$ cat src/rtl/multicycle_ctrl_pkg.sv
// Shared definitions for the multicycle controller: FSM state encodings,
// opcode constants and the opcode classifier.
package ctrl_pkg;

  typedef enum logic [2:0] {
    S_IF   = 3'd0,
    S_ID   = 3'd1,
    S_EX   = 3'd2,
    S_MEM  = 3'd3,
    S_WB   = 3'd4,
    S_HALT = 3'd5
  } state_t;

  localparam logic [5:0] OP_LD   = 6'b100000;
  localparam logic [5:0] OP_ST   = 6'b100001;
  localparam logic [5:0] OP_ADDI = 6'b100010;
  localparam logic [5:0] OP_BEQ  = 6'b100100;
  localparam logic [5:0] OP_JMP  = 6'b100101;
  localparam logic [5:0] OP_HALT = 6'b111111;

  typedef enum logic [2:0] {
    C_RTYPE,
    C_LD,
    C_ST,
    C_ADDI,
    C_BEQ,
    C_JMP,
    C_HALT,
    C_ILLEGAL
  } op_class_t;

  // Any opcode with bit 5 clear is an R-type ALU operation.
  function automatic op_class_t decode_op(input logic [5:0] op);
    op_class_t cls;
    if (!op[5]) begin
      cls = C_RTYPE;
    end else begin
      case (op)
        OP_LD:   cls = C_LD;
        OP_ST:   cls = C_ST;
        OP_ADDI: cls = C_ADDI;
        OP_BEQ:  cls = C_BEQ;
        OP_JMP:  cls = C_JMP;
        OP_HALT: cls = C_HALT;
        default: cls = C_ILLEGAL;
      endcase
    end
    return cls;
  endfunction

endpackage

$ cat src/rtl/multicycle_ctrl_if.sv
// Memory request/acknowledge bus between the controller (master) and memory (slave).
interface multicycle_ctrl_if;
  logic mem_req;
  logic mem_we;
  logic addr_sel;
  logic mem_ack;

  modport master (output mem_req, output mem_we, output addr_sel, input mem_ack);
  modport slave  (input mem_req, input mem_we, input addr_sel, output mem_ack);
endinterface

$ cat src/rtl/multicycle_ctrl.sv
// Multicycle CPU control FSM (IF/ID/EX/MEM/WB/HALT) with Mealy memory handshakes.
// Optional performance counters are enabled with MULTICYCLE_CTRL_PERF_EN.
module multicycle_ctrl
  import ctrl_pkg::*;
(
  input  logic                 clk,
  input  logic                 rst,
  input  logic [5:0]           opcode,
  input  logic                 zero,
  multicycle_ctrl_if.master    bus,
  output logic                 ir_we,
  output logic                 pc_we,
  output logic                 pc_sel,
  output logic                 alu_src_imm,
  output logic                 rf_we,
  output logic                 wb_sel,
  output logic                 halted,
  output logic                 illegal,
  output logic [2:0]           state
`ifdef MULTICYCLE_CTRL_PERF_EN
  ,
  output logic [31:0]          cyc_cnt,
  output logic [31:0]          ret_cnt
`endif
);

  state_t    r_state;
  state_t    w_next;
  logic      r_illegal;
  logic      w_set_illegal;
  op_class_t w_op;

  logic w_mem_req, w_mem_we, w_addr_sel;
  logic w_ir_we, w_pc_we, w_pc_sel, w_alu_src_imm, w_rf_we, w_wb_sel, w_halted;

  assign w_op = decode_op(opcode);

  always_ff @(posedge clk) begin
    if (rst) begin
      r_state   <= S_IF;
      r_illegal <= 1'b0;
    end else begin
      r_state <= w_next;
      if (w_set_illegal) r_illegal <= 1'b1;
    end
  end

  always_comb begin
    w_next        = r_state;
    w_set_illegal = 1'b0;
    w_mem_req     = 1'b0;
    w_mem_we      = 1'b0;
    w_addr_sel    = 1'b0;
    w_ir_we       = 1'b0;
    w_pc_we       = 1'b0;
    w_pc_sel      = 1'b0;
    w_alu_src_imm = 1'b0;
    w_rf_we       = 1'b0;
    w_wb_sel      = 1'b0;
    w_halted      = 1'b0;
    case (r_state)
      S_IF: begin
        w_mem_req = 1'b1;
        if (bus.mem_ack) begin
          w_ir_we = 1'b1;
          w_pc_we = 1'b1;
          w_next  = S_ID;
        end
      end
      S_ID: begin
        case (w_op)
          C_HALT:    w_next = S_HALT;
          C_ILLEGAL: begin
            w_next        = S_HALT;
            w_set_illegal = 1'b1;
          end
          default:   w_next = S_EX;
        endcase
      end
      S_EX: begin
        case (w_op)
          C_RTYPE: w_next = S_WB;
          C_ADDI: begin
            w_alu_src_imm = 1'b1;
            w_next        = S_WB;
          end
          C_LD, C_ST: begin
            w_alu_src_imm = 1'b1;
            w_next        = S_MEM;
          end
          C_BEQ: begin
            w_pc_we  = zero;
            w_pc_sel = 1'b1;
            w_next   = S_IF;
          end
          C_JMP: begin
            w_pc_we  = 1'b1;
            w_pc_sel = 1'b1;
            w_next   = S_IF;
          end
          default: w_next = S_IF;
        endcase
      end
      S_MEM: begin
        w_mem_req  = 1'b1;
        w_addr_sel = 1'b1;
        w_mem_we   = (w_op == C_ST);
        if (bus.mem_ack) w_next = (w_op == C_LD) ? S_WB : S_IF;
      end
      S_WB: begin
        w_rf_we  = 1'b1;
        w_wb_sel = (w_op == C_LD);
        w_next   = S_IF;
      end
      S_HALT: w_halted = 1'b1;
      default: w_next = S_IF;
    endcase
  end

  // Reset masks every output except the raw state so nothing strobes mid-reset.
  assign bus.mem_req  = w_mem_req     & ~rst;
  assign bus.mem_we   = w_mem_we      & ~rst;
  assign bus.addr_sel = w_addr_sel    & ~rst;
  assign ir_we        = w_ir_we       & ~rst;
  assign pc_we        = w_pc_we       & ~rst;
  assign pc_sel       = w_pc_sel      & ~rst;
  assign alu_src_imm  = w_alu_src_imm & ~rst;
  assign rf_we        = w_rf_we       & ~rst;
  assign wb_sel       = w_wb_sel      & ~rst;
  assign halted       = w_halted      & ~rst;
  assign illegal      = r_illegal     & ~rst;
  assign state        = r_state;

`ifdef MULTICYCLE_CTRL_PERF_EN
  logic [31:0] r_cyc_cnt;
  logic [31:0] r_ret_cnt;
  logic        w_retire;

  assign w_retire = (w_next == S_IF) &&
                    ((r_state == S_EX) || (r_state == S_MEM) || (r_state == S_WB));

  always_ff @(posedge clk) begin
    if (rst) begin
      r_cyc_cnt <= '0;
      r_ret_cnt <= '0;
    end else begin
      if (r_state != S_HALT) r_cyc_cnt <= r_cyc_cnt + 32'd1;
      if (w_retire)          r_ret_cnt <= r_ret_cnt + 32'd1;
    end
  end

  assign cyc_cnt = r_cyc_cnt;
  assign ret_cnt = r_ret_cnt;
`endif

endmodule

$ cat src/flat_wrapper.sv
// flat-port wrapper written by rule: the top's interface ports become plain ports
module multicycle_ctrl_flat import ctrl_pkg::*;
  (clk, rst, opcode, zero, ir_we, pc_we, pc_sel, alu_src_imm, rf_we, wb_sel, halted, illegal, state, bus_mem_req, bus_mem_we, bus_addr_sel, bus_mem_ack);
  multicycle_ctrl_if bus_i ();
  input  logic clk;
  input  logic rst;
  input  logic [5:0] opcode;
  input  logic zero;
  output logic ir_we;
  output logic pc_we;
  output logic pc_sel;
  output logic alu_src_imm;
  output logic rf_we;
  output logic wb_sel;
  output logic halted;
  output logic illegal;
  output logic [2:0] state;
  output wire logic [$bits(bus_i.mem_req)-1:0] bus_mem_req;
  output wire logic [$bits(bus_i.mem_we)-1:0] bus_mem_we;
  output wire logic [$bits(bus_i.addr_sel)-1:0] bus_addr_sel;
  input wire logic [$bits(bus_i.mem_ack)-1:0] bus_mem_ack;
  assign bus_mem_req = bus_i.mem_req;
  assign bus_mem_we = bus_i.mem_we;
  assign bus_addr_sel = bus_i.addr_sel;
  assign bus_i.mem_ack = bus_mem_ack;
  multicycle_ctrl u_core (.clk(clk), .rst(rst), .opcode(opcode), .zero(zero), .bus(bus_i), .ir_we(ir_we), .pc_we(pc_we), .pc_sel(pc_sel), .alu_src_imm(alu_src_imm), .rf_we(rf_we), .wb_sel(wb_sel), .halted(halted), .illegal(illegal), .state(state));
endmodule
$ cat config.mk
export PLATFORM = sky130hd
export DESIGN_NAME = multicycle_ctrl_flat
export DESIGN_NICKNAME = d
export VERILOG_FILES = /design/src/rtl/multicycle_ctrl_pkg.sv /design/src/rtl/multicycle_ctrl_if.sv /design/src/rtl/multicycle_ctrl.sv /design/src/flat_wrapper.sv
export SDC_FILE = /design/constraint.sdc
export NUM_CORES = 1
export LEC_CHECK = 0
export ABC_AREA = 1
export BUFFER_PORTS_ARGS = -buffer_cell sky130_fd_sc_hd__buf_2
export CAP_MARGIN = 20
export CORE_AREA = 2 2 39 41
export CTS_BUF_LIST = sky130_fd_sc_hd__clkbuf_4 sky130_fd_sc_hd__clkbuf_8
export DETAILED_ROUTE_END_ITERATION = 12
export DIE_AREA = 0 0 41 43
export PLACE_DENSITY = 0.77
export SLEW_MARGIN = 10
export SYNTH_ARGS = -nofsm -noshare
export SYNTH_HDL_FRONTEND = slang
export SYNTH_SLANG_ARGS = --single-unit
$ cat constraint.sdc
create_clock -name clk -period 2.7 [get_ports clk]
set_input_delay 0.27 -clock clk [delete_from_list [all_inputs] [get_ports clk]]
set_output_delay 0.27 -clock clk [all_outputs]
set_load 0.02 [all_outputs]
# Yosys cells after proc, flatten, opt, wreduce, memory -nomap -nowiden
# Index checks and enable logic that the tools add are counted.
dict set report classes {
  add_sub_neg 0
  shifts 0
  n_mux 24
  magnitude_cmp 0
  reduce_logical 9
  div_mod_pow 0
  bitwise 13
  n_mul 0
  eq_ne 20
}
# op count
set ops {}
lappend ops {{equality test 6 bit, second input constant} 6}
lappend ops {{equality test 3 bit, second input constant} 6}
lappend ops {{one-hot mux 3 bit (6 select lines)} 1}
lappend ops {{2-to-1 mux 3 bit} 5}
lappend ops {{one-hot mux 3 bit (5 select lines)} 1}
lappend ops {{2-to-1 mux 1 bit} 14}
lappend ops {{equality test 3 x 2 -> 1 bit, second input constant} 4}
lappend ops {{bitwise AND 1 bit} 11}
lappend ops {{OR reduction 2 bit} 5}
lappend ops {{equality test 3 x 1 -> 1 bit, second input constant} 2}
lappend ops {{zero test 3 bit} 2}
lappend ops {{one-hot mux 3 bit (2 select lines)} 1}
lappend ops {{inequality test 2 bit, second input constant} 2}
lappend ops {{one-hot mux 1 bit (2 select lines)} 2}
lappend ops {{AND reduction 3 bit} 1}
lappend ops {{OR reduction 3 bit} 1}
lappend ops {{inverter 1 bit} 2}
dict set report totals {
  latch_bits 0
  memories 0
  wordCells 68
  register_bits 4
  mem_bits_rw 0
  rom_bits 0
  out_inout_bits 14
}

# Depth between registers and ports, before layout
dict set report depth {
  ltp_word 8
  depth_mapped 10
  ltp_nobuf 10
}

# Worst setup path before layout
# OpenSTA, ideal clock, no wires.
dict set report synth_path {
  kind {flip-flop to output port}
  from {register u_core.r_state[0], in the netlist u_core.state[0]}
  to {output port bus_mem_we}
  setup_slack_ns 0.867
  path_buffers 0
  stages_incl_launch_ff 6
  arrival_time_ns 1.563
  path_cell_list {dfxtp_1 > inv_2 > nor2_1 > nand2_1 > nor2_1 > nor4b_2}
}
dict set report synth_via {
  elab_chain_cells 3
}
# element line_no
set synth_rtl {}
lappend synth_rtl {{from (decl)} multicycle_ctrl.sv:27} ;# state_t r_state;
lappend synth_rtl {{from (signal assigned)} multicycle_ctrl.sv:43} ;# r_state <= w_next;
lappend synth_rtl {{equality test 3 x 2 -> 1 bit} multicycle_ctrl.sv:61} ;# case (r_state)
lappend synth_rtl {{2-to-1 mux 1 bit} multicycle_ctrl.sv:61}
lappend synth_rtl {{bitwise AND 1 bit} multicycle_ctrl.sv:122} ;# assign bus.mem_we = w_mem_we & ~rst;
lappend synth_rtl {{to (decl)} flat_wrapper.sv:19} ;# output wire logic [$bits(bus_i.mem_we)-1:0] bus_mem_we;
# Every way passes these cells.

# Worst setup path in the final report
# Ends and elaborated chain as after synthesis.

==> impl_results.md <==
* Status: finished clean
* Die height at 43 um
* Number of flops mapped to enable cells by yosys at 0
* GR Util met2 at 26.3%
* Max-slew violations at 0
* CTS buffer count at 3
* Vias in the first global route at 530
* Max-cap violations at 0
* CTS Buffer Depth at 2
* Post-CTS Hold Buffers at 0
* Largest net degree at the start of global routing at 14
* Clock-pin transition on the worst setup and hold timing paths at 0.04 ns
* Total clock sinks at 4
* Multi-input logic area at 392 sq um
* Fmax at 574 MHz
* Tot Pwr at 278 uW
* Initial antenna violation count at 0
* Placer congestion estimate at 0.824
* Setup CP Type: register to output port
* Final period util at 64.5%
* Average cell area after synthesis at 5.89 sq um
* Post-Syn Nets at 99
* Yosys reg bits at 4
* First-pass GRT wire length at 2010 um
* Met3 usage at 6.28%
* Global routing's busiest layer: met2
* Total track usage at 15.8%
* IO buf count at 23
* Nets at 126
* FFs w/ async S/R, synth at 0%
* Clk Latency, worst-skew pair at 0.23 ns
* RSZ-0062 raised after global routing: false
* Diode count at 0
* CORE AREA at 1380 sq um
* Root Buffer: clkbuf_4
* Warnings from Yosys at 0
* WL final at 1260 um
* CTS tree: done
* Reg area at 80.1 sq um
* Detailed Routing Iterations Pass 1 at 4
* Commonest non-fill, non-tap cells in the layout: 23 x buf_2, 21 x nand2_1, 17 x nor2_1
* Static Leak at 0.376 nW
* VDD IR-drop max at 0.234 mV
* Final core occ at 49.0%
* Final min period at 1.74 ns
* PwrDens at 409 nW/um^2
* Detailed placement HPWL at 1070 um
* Total negative slack at 0 ns
* Synth area leaders: dfxtp_1 15%, nand2_1 15%, nor2_1 12%
* Io pins at 24
* Worst setup EP type: output port
* CP max FO at 5
* Cell count after synthesis at 89
* Synth area leader: dfxtp_1
* Critical path arrival at 1.47 ns
* Commonest non-fill, non-tap cell in the layout: buf_2
* Iter 0 DRT Violations at 4
* Antenna-violating nets left at 0
* Predominant post-synthesis flop cell: dfxtp_1
* Initial core utilization at 37.9%
* HP Class: primary input to register
* Filler Cell Count at 162
* Final Setup Violations at 0
* # resized after CTS at 0
* Syn-to-layout area delta at 29.4%
* Wire per inst at 9.68 um
* Startpoint Class: register
* Grt met1 use at 19.6%
* Clock Skews at 0.00169 ns
* Netlist Area Pre-Place at 524 sq um
* Distinct cells, synth at 21
* Die W at 41 um
* Area share of the largest cell type after synthesis at 15.3%
* H-tree levels at 1
* Sequential area share after synthesis at 15.3%
* Overflow after GRT at 0
* Critical Path RT at 2.43 ns
* Worst slew margin at 78.2%
* Fraction of layout cells with a size suffix above 1 at 35.1%
* Postcts setup bufs at 0
* Die area at 1760 sq um
* DR vias at 649
* Row count at 14
* DRC at 0
* Post-DR vias/cell at 4.99
* Hold Vio Cnt, Final at 0
* Worst-margin pin slew at 0.325 ns
[registers in the layout (all words and copies together), names as in the netlist]
| register | cells |
|---|---|
| u_core.r_illegal | 1 |
| u_core.state | 3 |
[worst paths after layout]
path	startpoint	to	slack [ns]	cells after the start
hold reg to reg	u_core.r_illegal	u_core.r_illegal	0.47	2
setup reg to reg	u_core.state[2]	u_core.state[0]	1.46	8
hold / removal	rst	u_core.state[2]	0.34	2
setup / recovery	u_core.state[0]	bus_mem_we	0.96	6
[Yosys cell counts, types with 2 or more instances]
library cell  instances
nand2_1              21
nand3_2               5
a21oi_1               4
nor2_1               17
nand3_1               8
o21ai_0               2
dfxtp_1               4
inv_1                10
inv_2                 3
nor3_1                3
o21ai_1               2
[cells by family after synthesis]
kind of cell	after synthesis	share of synthesized area (%)
simple gates	62	65.4
compound gates	9	9.31
buf+inv	14	10.0
flops	4	15.3
[worst max-delay path: stages (launching register included)]
cell and delay, ns:
dfxtp_1 0.40, inv_2 0.06, nor2_1 0.08, nand2_1 0.10
nor2_1 0.17, nor4b_2 0.23, buf_2 0.21
[layer usage]
metal | wire, um | vias to the layer above
li1 | - | 340
met1 | 561 | 283
met2 | 594 | 26
met3 | 101 | 0
met4 | 0 | 0
met5 | 0 | -
[cell type report]
class	instances	area share, %
flip-flops and latches	4	11.8
multi-input cells	71	57.7
well taps	16	2.95
repair buffers	23	17.0
clock buffers	3	3.32
inverters	13	7.20
[per-stage QoR]
| step | area [sq um] | cells | worst slack, ns | hold slack (ns) |
|---|---|---|---|---|
| after CTS | 678 | 130 | 0.943 | 0.344 |
| after detailed placement | 656 | 127 | 1.01 | 0.468 |
| after floorplan | 524 | 89 | 0.867 | 0.430 |
| final | 678 | 130 | 0.959 | 0.341 |
| after global routing | 678 | 130 | 0.869 | 0.342 |
| after global placement | 656 | 127 | 1.05 | 0.453 |
[power breakdown]
part	internal, mW	total [mW]	switching (mW)
combinational	0.0423	0.127	0.0850
sequential	0.0672	0.0765	0.00931
clock	0.0497	0.0738	0.0241
Note: power is estimated with default switching activity, not from simulation.
